**src/rtl/multicycle_controller_pkg.sv**
```systemverilog
// Shared definitions for the multi-cycle MIPS controller: FSM state encoding,
// opcode values and datapath select codes.
package mc_ctrl_pkg;

    typedef enum logic [3:0] {
        S_FETCH  = 4'd0,
        S_DECODE = 4'd1,
        S_MEMADR = 4'd2,
        S_MEMRD  = 4'd3,
        S_MEMWB  = 4'd4,
        S_MEMWR  = 4'd5,
        S_EXEC   = 4'd6,
        S_ALUWB  = 4'd7,
        S_BRANCH = 4'd8,
        S_JUMP   = 4'd9,
        S_ADDIEX = 4'd10,
        S_ADDIWB = 4'd11
    } state_t;

    localparam logic [5:0] OP_RTYPE = 6'b000000;
    localparam logic [5:0] OP_LW    = 6'b100011;
    localparam logic [5:0] OP_SW    = 6'b101011;
    localparam logic [5:0] OP_BEQ   = 6'b000100;
    localparam logic [5:0] OP_J     = 6'b000010;
    localparam logic [5:0] OP_ADDI  = 6'b001000;

    localparam logic [1:0] ALU_ADD   = 2'b00;
    localparam logic [1:0] ALU_SUB   = 2'b01;
    localparam logic [1:0] ALU_FUNCT = 2'b10;

    localparam logic [1:0] SRCB_B       = 2'b00;
    localparam logic [1:0] SRCB_FOUR    = 2'b01;
    localparam logic [1:0] SRCB_IMM     = 2'b10;
    localparam logic [1:0] SRCB_IMM_SH2 = 2'b11;

    localparam logic [1:0] PCSRC_ALU    = 2'b00;
    localparam logic [1:0] PCSRC_ALUOUT = 2'b01;
    localparam logic [1:0] PCSRC_JUMP   = 2'b10;

endpackage

```
**src/rtl/multicycle_controller_decode.sv**
```systemverilog
// Opcode classifier: maps the IR opcode field onto a one-hot instruction class.
module mc_opcode_decode
    import mc_ctrl_pkg::*;
#(
    parameter int OP_W = 6
) (
    input  logic [OP_W-1:0] op,
    output logic            is_r,
    output logic            is_lw,
    output logic            is_sw,
    output logic            is_beq,
    output logic            is_j,
    output logic            is_addi,
    output logic            is_illegal
);

    always_comb begin
        is_r       = (op == OP_W'(OP_RTYPE));
        is_lw      = (op == OP_W'(OP_LW));
        is_sw      = (op == OP_W'(OP_SW));
        is_beq     = (op == OP_W'(OP_BEQ));
        is_j       = (op == OP_W'(OP_J));
        is_addi    = (op == OP_W'(OP_ADDI));
        is_illegal = !(is_r || is_lw || is_sw || is_beq || is_j || is_addi);
    end

endmodule

```
**src/rtl/multicycle_controller.sv**
```systemverilog
// Multi-cycle MIPS control unit: sequences each instruction through its states
// and drives datapath enables/selects, with optional memory-ready stalls.
module multicycle_controller
    import mc_ctrl_pkg::*;
#(
    parameter int OP_W          = 6,
    parameter int CNT_W         = 32,
    parameter bit MEM_HANDSHAKE = 1'b1
) (
    input  logic             clk,
    input  logic             reset,
    input  logic [OP_W-1:0]  op,
    input  logic             mem_ready,
    output logic             pc_write,
    output logic             pc_write_cond,
    output logic             iord,
    output logic             mem_read,
    output logic             mem_write,
    output logic             ir_write,
    output logic             mem_to_reg,
    output logic             reg_dst,
    output logic             reg_write,
    output logic             alu_src_a,
    output logic [1:0]       alu_src_b,
    output logic [1:0]       alu_op,
    output logic [1:0]       pc_source,
    output logic             illegal_op,
    output logic             retire,
    output logic [CNT_W-1:0] instr_count,
    output logic [3:0]       state
);

    state_t             state_q, state_d;
    logic [CNT_W-1:0]   instr_count_q, instr_count_d;
    logic               mem_rdy;
    logic               dec_r, dec_lw, dec_sw, dec_beq, dec_j, dec_addi, dec_illegal;

    mc_opcode_decode #(.OP_W(OP_W)) u_decode (
        .op         (op),
        .is_r       (dec_r),
        .is_lw      (dec_lw),
        .is_sw      (dec_sw),
        .is_beq     (dec_beq),
        .is_j       (dec_j),
        .is_addi    (dec_addi),
        .is_illegal (dec_illegal)
    );

    assign mem_rdy     = MEM_HANDSHAKE ? mem_ready : 1'b1;
    assign state       = state_q;
    assign instr_count = instr_count_q;

    always_ff @(posedge clk or posedge reset) begin
        if (reset) begin
            state_q       <= S_FETCH;
            instr_count_q <= '0;
        end else begin
            state_q       <= state_d;
            instr_count_q <= instr_count_d;
        end
    end

    always_comb begin
        state_d = state_q;
        case (state_q)
            S_FETCH:  if (mem_rdy) state_d = S_DECODE;
            S_DECODE: begin
                if (dec_lw || dec_sw) state_d = S_MEMADR;
                else if (dec_r)       state_d = S_EXEC;
                else if (dec_beq)     state_d = S_BRANCH;
                else if (dec_j)       state_d = S_JUMP;
                else if (dec_addi)    state_d = S_ADDIEX;
                else                  state_d = S_FETCH;
            end
            S_MEMADR: begin
                if (dec_lw)      state_d = S_MEMRD;
                else if (dec_sw) state_d = S_MEMWR;
                else             state_d = S_FETCH;
            end
            S_MEMRD:  if (mem_rdy) state_d = S_MEMWB;
            S_MEMWR:  if (mem_rdy) state_d = S_FETCH;
            S_EXEC:   state_d = S_ALUWB;
            S_ADDIEX: state_d = S_ADDIWB;
            S_MEMWB, S_ALUWB, S_BRANCH, S_JUMP, S_ADDIWB: state_d = S_FETCH;
            default:  state_d = S_FETCH;
        endcase
    end

    always_comb begin
        pc_write      = 1'b0;
        pc_write_cond = 1'b0;
        iord          = 1'b0;
        mem_read      = 1'b0;
        mem_write     = 1'b0;
        ir_write      = 1'b0;
        mem_to_reg    = 1'b0;
        reg_dst       = 1'b0;
        reg_write     = 1'b0;
        alu_src_a     = 1'b0;
        alu_src_b     = SRCB_B;
        alu_op        = ALU_ADD;
        pc_source     = PCSRC_ALU;
        illegal_op    = 1'b0;
        retire        = 1'b0;
        case (state_q)
            S_FETCH: begin
                mem_read  = 1'b1;
                alu_src_b = SRCB_FOUR;
                ir_write  = mem_rdy;
                pc_write  = mem_rdy;
            end
            S_DECODE: begin
                alu_src_b  = SRCB_IMM_SH2;
                illegal_op = dec_illegal;
            end
            S_MEMADR: begin
                alu_src_a = 1'b1;
                alu_src_b = SRCB_IMM;
            end
            S_MEMRD: begin
                mem_read = 1'b1;
                iord     = 1'b1;
            end
            S_MEMWB: begin
                reg_write  = 1'b1;
                mem_to_reg = 1'b1;
                retire     = 1'b1;
            end
            S_MEMWR: begin
                mem_write = 1'b1;
                iord      = 1'b1;
                retire    = mem_rdy;
            end
            S_EXEC: begin
                alu_src_a = 1'b1;
                alu_op    = ALU_FUNCT;
            end
            S_ALUWB: begin
                reg_write = 1'b1;
                reg_dst   = 1'b1;
                retire    = 1'b1;
            end
            S_BRANCH: begin
                alu_src_a     = 1'b1;
                alu_op        = ALU_SUB;
                pc_write_cond = 1'b1;
                pc_source     = PCSRC_ALUOUT;
                retire        = 1'b1;
            end
            S_JUMP: begin
                pc_write  = 1'b1;
                pc_source = PCSRC_JUMP;
                retire    = 1'b1;
            end
            S_ADDIEX: begin
                alu_src_a = 1'b1;
                alu_src_b = SRCB_IMM;
            end
            S_ADDIWB: begin
                reg_write = 1'b1;
                retire    = 1'b1;
            end
            default: ;
        endcase
        // Architectural side effects are suppressed for the whole reset pulse,
        // so an abandoned instruction can neither write state nor retire.
        if (reset) begin
            pc_write   = 1'b0;
            ir_write   = 1'b0;
            reg_write  = 1'b0;
            mem_write  = 1'b0;
            retire     = 1'b0;
            illegal_op = 1'b0;
        end
    end

    always_comb begin
        instr_count_d = instr_count_q;
        if (retire) instr_count_d = instr_count_q + CNT_W'(1);
    end

endmodule

```
**config.mk**
```make
export PLATFORM = sky130hd
export DESIGN_NAME = multicycle_controller
export DESIGN_NICKNAME = d
export VERILOG_FILES = /design/src/rtl/multicycle_controller_pkg.sv /design/src/rtl/multicycle_controller_decode.sv /design/src/rtl/multicycle_controller.sv
export SDC_FILE = /design/constraint.sdc
export NUM_CORES = 1
export LEC_CHECK = 0
export CAP_MARGIN = 15
export CORE_MARGIN = 8
export CORE_UTILIZATION = 51
export CTS_CLUSTER_DIAMETER = 80
export DETAILED_ROUTE_END_ITERATION = 8
export GPL_ROUTABILITY_DRIVEN = 1
export HOLD_SLACK_MARGIN = 0.08
export PLACE_DENSITY_LB_ADDON = 0.12
export SYNTH_ARGS = -nofsm -noshare
export SYNTH_HDL_FRONTEND = slang
export SYNTH_HIERARCHICAL = 1
export SYNTH_SLANG_ARGS = --single-unit
```
**constraint.sdc**
```tcl
create_clock -name clk -period 5.5 [get_ports clk]
set_input_delay 0.55 -clock clk [delete_from_list [all_inputs] [get_ports clk]]
set_output_delay 0.55 -clock clk [all_outputs]
set_load 0.02 [all_outputs]
```
Yosys cells after proc, flatten, opt, wreduce, memory -nomap -nowiden
Index checks and enable logic that the tools add are counted.
W data, S select, Z words.

storage, ports and cells
  input bits = 9
  output and inout bits = 54
  register bits = 36

operators by class
  reduce and logical (&&, ||, !) cells = 16
  add/sub/neg operators = 1
  muxes and demuxes = 32
  equality and inequality tests = 19

operator list
  kind                     number
  $add A32 B1 Y32 const B  1
  $mux W4                  8
  $pmux W4 S7              1
  $eq A4 B3 Y1 const B     4
  $eq A4 B4 Y1 const B     4
  $mux W1                  16
  $eq A6 B6 Y1 const B     2
  $eq A4 B2 Y1 const B     2
  $pmux W2 S2              2
  $eq A6 B2 Y1 const B     1
  $eq A6 B3 Y1 const B     1
  $eq A6 B4 Y1 const B     1
  $logic_not A6 Y1         1
  $logic_or A1 B1 Y1       6
  $mux W3                  2
  $ne A2 B2 Y1 const B     3
  $pmux W2 S3              1
  $reduce_or A2 Y1         3
  $reduce_or A5 Y1         1
  $eq A4 B1 Y1 const B     1
  $logic_not A4 Y1         1
  $pmux W1 S2              2
  $reduce_or A4 Y1         1
  $reduce_and A3 Y1        1
  2 further kinds          2

Depth between registers and ports, before layout
Gate-level depths: netlist of the first run.

  depth in word-level cells = 9
  depth in mapped cells = 7
  mapped depth without buffers = 7

Hierarchy
The synthesis of the first run kept the hierarchy.

modules (own cells, without submodules)
  module                 instances  sequential area each (um^2)  cells each  area each (um^2)
  multicycle_controller  1          900.9                        213         2001.9
  mc_opcode_decode       1          0.0                          13          96.3

Worst setup path before layout of the first run
No wires, ideal clock.

  path kind = register to output
  start point = register state_q[0] (netlist: state[0])
  end point = output port pc_write
  arrival time = 2.209 ns
  cell stages (with the launch flop) = 5
  buffers on the path = 2
  setup slack = 2.741 ns
  required time = 4.950 ns
  path through = dfrtp_1 clkbuf_1 clkbuf_1 nand2_1 a2111oi_0

on the way
  cells in the longest elaborated chain, start to end = 3
  elaborated cells on any way between the ends = 4
  classes of those cells = 1 x eq/ne; 2 x mux; 1 x reduce/logical

RTL lines
  item                                              RTL line                      source
  start, declared                                   multicycle_controller.sv:33   state_t state_q, state_d;
  start signal, assigned                            multicycle_controller.sv:58   state_q <= state_d;
  $eq A4 B4 Y1 or $logic_not A4 Y1 (tied branches)  multicycle_controller.sv:105  case (state_q)
  $pmux W1 S2 *                                     multicycle_controller.sv:105
  $mux W1 *                                         multicycle_controller.sv:167  if (reset) begin
  end, declared                                     multicycle_controller.sv:14   output logic pc_write,

Every way passes the cells marked *; elsewhere a longest branch is shown, timed or not.

Worst setup path in the final report of the first run
  start point = input port mem_ready
  end point = output port retire

on the way
  cells in the longest elaborated chain, start to end = 2

RTL lines
  item             RTL line                      source
  start, declared  multicycle_controller.sv:13   input logic mem_ready,
  $pmux W1 S2      multicycle_controller.sv:105
  $mux W1          multicycle_controller.sv:167
  end, declared    multicycle_controller.sv:28   output logic retire,

Every way passes these cells.

==> results of run 1 <==
==> sequential cells by signal (all words and copies together), names as in the netlist <==
register	cells
instr_count	32
state	4
==> power by group through the flow <==
stage	logic [W]	registers (W)	clock network, W
3_5_place_dp	0.000214	0.000328	0
3_3_place_gp	0.000210	0.000327	0
5_1_grt	0.000228	0.000329	0.000244
4_1_cts	0.000215	0.000323	0.000232
2_1_floorplan	0.000124	0.000322	0
6_report	0.000212	0.000324	0.000228
==> path summary, 6_finish.rpt <==
path                                                   from  depth (start not counted)  slack (ns)                     endpoint
min in group asynchronous                             reset                          3        0.84         state[3]$_DFFE_PP0P_
worst min register to register  instr_count[31]$_DFFE_PP0P_                          1        0.47  instr_count[31]$_DFFE_PP0P_
worst max register to register         state[1]$_DFFE_PP0P_                          5        2.78  instr_count[28]$_DFFE_PP0P_
worst min-delay path            instr_count[31]$_DFFE_PP0P_                          1        0.47  instr_count[31]$_DFFE_PP0P_
worst max-delay path                              mem_ready                          4        2.29                       retire
max in group asynchronous                             reset                          3        4.34  instr_count[22]$_DFFE_PP0P_
==> synthesized netlist by cell type <==
cell       instances  area, sq um
nor2b_1            4         25.0
o22ai_1            1         6.26
dfrtp_1           36          901
o32a_1             2         20.0
and4_1             3         26.3
or3_2              2         15.0
buf_4              2         15.0
nand4_1            8         50.1
nor4_1             3         18.8
a2111oi_0          2         17.5
or4_4              2         22.5
or4_1              1         7.51
or4b_1             1         10.0
a2bb2oi_1          1         8.76
buf_2              1         5.00
ha_1               1         12.5
or2_2              1         6.26
nor3_2             1         10.0
nand2_1           16         60.1
xor2_1            16          140
a211oi_1           2         15.0
nor4b_4            1         23.8
nand4_2            2         25.0
nand3_1           11         55.1
nor2_1            29          109
o21ai_0            3         15.0
nor3b_1            2         15.0
nor4b_1            1         8.76
and3_1             2         12.5
o32ai_1            2         17.5
a41oi_1            1         8.76
and2_1             1         6.26
nand2b_1           9         56.3
xnor2_1           16          140
a21oi_1            3         15.0
nor3_1            19         95.1
clkbuf_1           6         22.5
nor3b_2            1         12.5
or3_1              2         12.5
inv_1              6         22.5
maj3_1             1         10.0
mux2_2             2         22.5
==> per-layer routing <==
metal	share of wire [%]	track usage, %
met3	7.9	6.03
met5	0	0
met1	45	21.6
met4	1.0	4.36
met2	46	26.1
==> final cells by class <==
class                   instances  area, sq um  share of cell area (%)
well taps                      50         62.6                    2.19
multi-input cells             175         1130                    39.7
inverters                       6         22.5                   0.789
clock inverters                 2         35.0                    1.23
clock buffers                   6         72.6                    2.54
repair buffers                 63          628                    22.0
flip-flops and latches         36          901                    31.6
==> cell families (layout without fill, tap and decap cells) <==
logic type / after synthesis / after routing / synth area share [%]
compound gates: 17 / 17 / 5.90
xor+xnor: 32 / 32 / 13.4
fa+ha+maj: 2 / 2 / 1.07
buf+inv: 15 / 77 / 3.10
flops: 36 / 36 / 42.9
mux: 2 / 2 / 1.07
simple gates: 122 / 122 / 32.6
==> stage by stage <==
stage | setup slack (ns) | total power (W) | instances
floorplan | 2.74 | 0.000446 | 226
global placement | 2.35 | 0.000538 | 330
detailed placement | 2.28 | 0.000542 | 330
CTS | 2.28 | 0.000770 | 338
global route | 2.16 | 0.000801 | 338
finish | 2.29 | 0.000763 | 338
==> critical path, cell delays in order <==
cell,delay [ns]
clkdlybuf4s50_1,0.56
nor4b_1,0.11
nor4b_4,0.69
clkdlybuf4s50_1,0.75
==> metrics.md, run 1 <==
| Metric | Value |
|---|---|
| Maximum vdd ir drop | 0.151 mV |
| Post-DR vias/cell | around 5.6 |
| Area growth syn-to-layout | 36.0% |
| Clk Latency, worst-skew pair | 0.29 ns |
| Fill cells | between 300 and 400 |
| Syn nets | around 240 |
| Register share of total power | between 40% and 50% |
| DR pass1 iterations | 4 |
| # DRC | 0 |
| H-tree levels | 2 |
| Status | finished clean |
| Worst relative slew slack | a little over half |
| Total track usage | 16.8% |
| Setup TNS Final | 0 ns |
| Drt wl/cell | 15.4 microns |
| Crit share post-route | 58.3% |
| Most frequent cells in the layout | clkdlybuf4s50_1, dfrtp_1, nor2_1, nor3_1 |
| Max Root-Sink Buffers | 2 |
| Sw frac | approximately 33% |
| Port Buffers | 62 |
| Starting Density | between 50% and 60% |
| Gr ovfl total | 0 |
| P_leak | between 1 and 1.5 nW |
| Global-route wire length before repair | between 8 and 9 mm |
| Least-Margin Pin Slew | 0.692 ns |
| Post-CTS setup buffers | 0 |
| Comb power frac | ~28% |
| Initial antenna violation count | 0 |
| Total wire length | 5.20 mm |
| Library cells used by synthesis | 42 |
| Worst EP required | between 4 and 5 ns |
| Finished Core Util | a little under three quarters |
| Vias post-DR | 1885 |
| Crit-path max FO | 13 |
| Share of cells above drive strength 1 | 6.94% |
| Die Width | 80.1 microns |
| Syn Area/Cell | 9.28 sq um |
| Fin nets | about 300 |
| Final hold slack | around 0.47 ns |
| F_max | 0.312 GHz |
| Post-Syn Instances | ~230 |
| Vias in the first global route | between 1500 and 2000 |
| Largest net degree at the start of global routing | 38 |
| Final instance area | 2850 sq um |
| I/O pin total | 63 |
| Critical path type | input port to output pin |
| Yosys warns | 6 |
| TritonCTS Buffers | 5 |
| Root buf cell | clkbuf_8 |
| Sequential element share of the synthesized area | about 43% |
| Pwr dens | 267 nW/um^2 |
| CTS tree | done |
| Commonest non-fill, non-tap cell in the layout | clkdlybuf4s50_1 |
| Ant. Diodes | 0 |
| Slew Limit Fails | 0 |
| # setup viols final | 0 |
| Yosys reg bits | 36 |
| Die area | 6420 sq um |
| Switching power | 0.000250 W |
| RSZ-0062 raised after global routing | false |
| HP Class | register to register |
| Mapped Area | around 2100 sq um |
| Clock transition at the registers of the reported paths | 0.07 ns |
| Internal power | 0.000513 W |
| Number of hold buffers added after CTS | 0 |
| Initial DRC Count | 113 |
| Final Hold Fails | 0 |
| Final weighted congestion in routability-driven placement | just under 0.8 |
| Sink Count | 36 |
| Crit start category | input port |
| Placed Area | between 2000 and 3000 sq um |
| Die Ht | between 80 and 90 microns |
| Post-route ant nets | 0 |
| Clock Skew | roughly 0.008 ns |
| Core Area | roughly 4000 sq um |
| Clock power frac | between 20% and 30% |
| Min Tclk post-route | 3.21 ns |
| Cts repair resizes | 0 |
| FP Rows | 23 |
| Crit. End Element | output pin |
| WP data arrival | 2.66 ns |
| Max-cap viol count | 0 |
| HPWL after DPL | ~3.7 mm |
No activity file was read; power rests on OpenSTA's default activity.
==> run 2, diff against run 1 <==
--- a/config.mk
+++ b/config.mk
@@ -7,7 +7,7 @@
 export LEC_CHECK = 0
 export CAP_MARGIN = 15
 export CORE_MARGIN = 8
-export CORE_UTILIZATION = 51
+export CORE_UTILIZATION = 43
 export CTS_CLUSTER_DIAMETER = 80
 export DETAILED_ROUTE_END_ITERATION = 8
 export GPL_ROUTABILITY_DRIVEN = 1
==> constraint.sdc (replaced) <==
create_clock -name clk -period 2.8 [get_ports clk]
set_input_delay 0.28 -clock clk [delete_from_list [all_inputs] [get_ports clk]]
set_output_delay 0.28 -clock clk [all_outputs]
set_load 0.02 [all_outputs]
==> run 2 against run 1 <==
Via count rose by 3.4%. Clock skew barely moved. Sequential power rose by 91%. Non-clock buffer count rose by 8. Setup slack got worse by 2.1 ns. Combinational power rose by 120%. Die area rose by 15%. Critical path type is now register to output pin. Largest power group unchanged. Highest routed layer unchanged.
==> metrics.md, run 2 (synthesis gave the netlist of run 1 again) <==
| Metric | Value |
|---|---|
| Fill cells | a little over 400 |
| Crit start category | register |
| Post-place setup slack | about 0.28 ns |
| Total wire length | roughly 5.3 mm |
| P_leak | ~1.2 nW |
| Vias post-DR | 1950 |
| Global-route wire length before repair | between 8 and 9 mm |
| Ant. Diodes | 0 |
| Drt wl/cell | ~15 microns |
| CTS tree | done |
| TritonCTS Buffers | 5 |
| Switching power | 0.000506 W |
| Max Root-Sink Buffers | 2 |
| Pwr dens | roughly 540 nW/um^2 |
| I/O pin total | 63 |
| Starting Density | between 40 and 50% |
| Crit share post-route | between 90% and 100% |
| Worst relative slew slack | roughly two thirds |
| Maximum vdd ir drop | 0.297 mV |
| Post-CTS setup buffers | 0 |
| Root buf cell | clkbuf_8 |
| Clock power frac | between 30% and 40% |
| HP Class | register to register |
| Crit. End Element | output pin |
| Post-DR vias/cell | between 5 and 6 |
| Final weighted congestion in routability-driven placement | between 0.9 and 1 |
| # setup viols final | 0 |
| Die area | between 7000 and 8000 sq um |
| Internal power | 0.00108 W |
| Clk Latency, worst-skew pair | roughly 0.29 ns |
| Final WS setup | between 0.15 and 0.2 ns |
| Slew Limit Fails | 0 |
| Sink Count | 36 |
| Initial DRC Count | around 110 |
| Total track usage | around 15% |
| Share of cells above drive strength 1 | 10.1% |
| F_max | roughly 0.38 GHz |
| Min Tclk post-route | ~2.6 ns |
| Comb power frac | 29.3% |
| Core Area | between 4000 and 5000 sq um |
| RSZ-0062 raised after global routing | false |
| Least-Margin Pin Slew | 0.516 ns |
| Die Width | roughly 86 microns |
| WP data arrival | 2.33 ns |
| # DRC | 0 |
| Register share of total power | approximately 39% |
| Max-cap viol count | 0 |
| Number of hold buffers added after CTS | 0 |
| Critical path type | register to output pin |
| Worst EP required | 2.52 ns |
| Max FFs per register | 32 |
| Fin nets | just over 300 |
| Vias in the first global route | between 1500 and 2000 |
| Final Hold Fails | 0 |
| Initial antenna violation count | 0 |
| Clock transition at the registers of the reported paths | approximately 0.080 ns |
| FP Rows | 25 |
| H-tree levels | 2 |
| Commonest non-fill, non-tap cell in the layout | clkdlybuf4s50_1 |
| Post-route ant nets | 0 |
| Sw frac | 31.9% |
| Port Buffers | 62 |
| DR pass1 iterations | 4 |
| Gr ovfl total | 0 |
| Most frequent cells in the layout | clkdlybuf4s50_1, dfrtp_1, nor2_1, nor3_1 |
| Area growth syn-to-layout | 40.8% |
| HPWL after DPL | about 4.0 mm |
| Die Ht | approximately 86 microns |
| Setup TNS Final | 0 ns |
| Status | finished clean |
| Crit-path max FO | 11 |
| Largest net degree at the start of global routing | 37 |
| Clock Skew | around 0.008 ns |
| Cts repair resizes | 0 |
run 2: changes by cell type in the layout (fill, tap and decap cells not counted):
| cell | change |
|---|---|
| buf_4 | +8 |
| clkbuf_1 | -1 |
| clkbuf_8 | +2 |
| clkinv_2 | -1 |
| dfrtp_1 | -1 |
| dfrtp_2 | +1 |
run 2: per-stage QoR:
step | util, % | instances | power (W) | instance area, sq um | hold slack, ns
after CTS | 62.5 | 363 | 0.00159 | 2950 | 0.475
after detailed placement | 59.9 | 355 | 0.00110 | 2830 | 0.465
final | 62.6 | 363 | 0.00159 | 2960 | 0.472
after global routing | 62.6 | 363 | 0.00167 | 2960 | 0.488
after floorplan | - | 226 | 0.000877 | 2100 | 0.396
after global placement | 59.9 | 355 | 0.00109 | 2830 | 0.457
run 2: path summary, 6_finish.rpt:
path / from / endpoint / slack, ns / depth (start not counted)
max: state[0]$_DFFE_PP0P_ / retire / 0.19 / 4
min: instr_count[31]$_DFFE_PP0P_ / instr_count[31]$_DFFE_PP0P_ / 0.47 / 1
max reg2reg: state[0]$_DFFE_PP0P_ / instr_count[21]$_DFFE_PP0P_ / 0.47 / 6
min reg2reg: instr_count[31]$_DFFE_PP0P_ / instr_count[31]$_DFFE_PP0P_ / 0.47 / 1
max in group asynchronous: reset / state[3]$_DFFE_PP0P_ / 1.82 / 4
min in group asynchronous: reset / instr_count[4]$_DFFE_PP0P_ / 0.64 / 4
run 2: cell type report:
| class | instances | area, sq um | share of cell area, % |
|---|---|---|---|
| Clock inverter | 1 | 30.0 | 1.02 |
| Clock buffer | 7 | 96.3 | 3.26 |
| Inverter | 6 | 22.5 | 0.762 |
| Multi-Input combinational cell | 175 | 1130 | 38.3 |
| Tap cell | 67 | 83.8 | 2.84 |
| Sequential cell | 36 | 902 | 30.5 |
| Timing Repair Buffer | 71 | 688 | 23.3 |
run 2: critical path, stage by stage (launching register included):
cell and delay, ns:
dfrtp_1 0.53, buf_4 0.20, nor2b_1 0.10, nor4b_4 0.48, clkdlybuf4s50_1 0.71
run 2: routing by layer:
metal / global-route usage, % / share of wire (%)
met1: 19.8 / 49
met2: 22.0 / 44
met3: 4.87 / 6.9
met4: 4.30 / 0.87
met5: 0 / 0
run 2: power by group through the flow:
stage / Combinational [W] / Sequential (W) / Clock (W)
floorplan: 0.000244 / 0.000632 / 0
global placement: 0.000461 / 0.000626 / 0
detailed placement: 0.000468 / 0.000628 / 0
CTS: 0.000469 / 0.000617 / 0.000508
global route: 0.000506 / 0.000628 / 0.000536
finish: 0.000465 / 0.000618 / 0.000503
==> run 3, diff against run 2 <==
--- a/config.mk
+++ b/config.mk
@@ -8,7 +8,7 @@
 export CAP_MARGIN = 15
 export CORE_MARGIN = 8
 export CORE_UTILIZATION = 43
-export CTS_CLUSTER_DIAMETER = 80
+export CTS_CLUSTER_DIAMETER = 200
 export DETAILED_ROUTE_END_ITERATION = 8
 export GPL_ROUTABILITY_DRIVEN = 1
 export HOLD_SLACK_MARGIN = 0.08
==> results of run 3 <==
Final layout, timing and power as in run 2 (identical DEF).
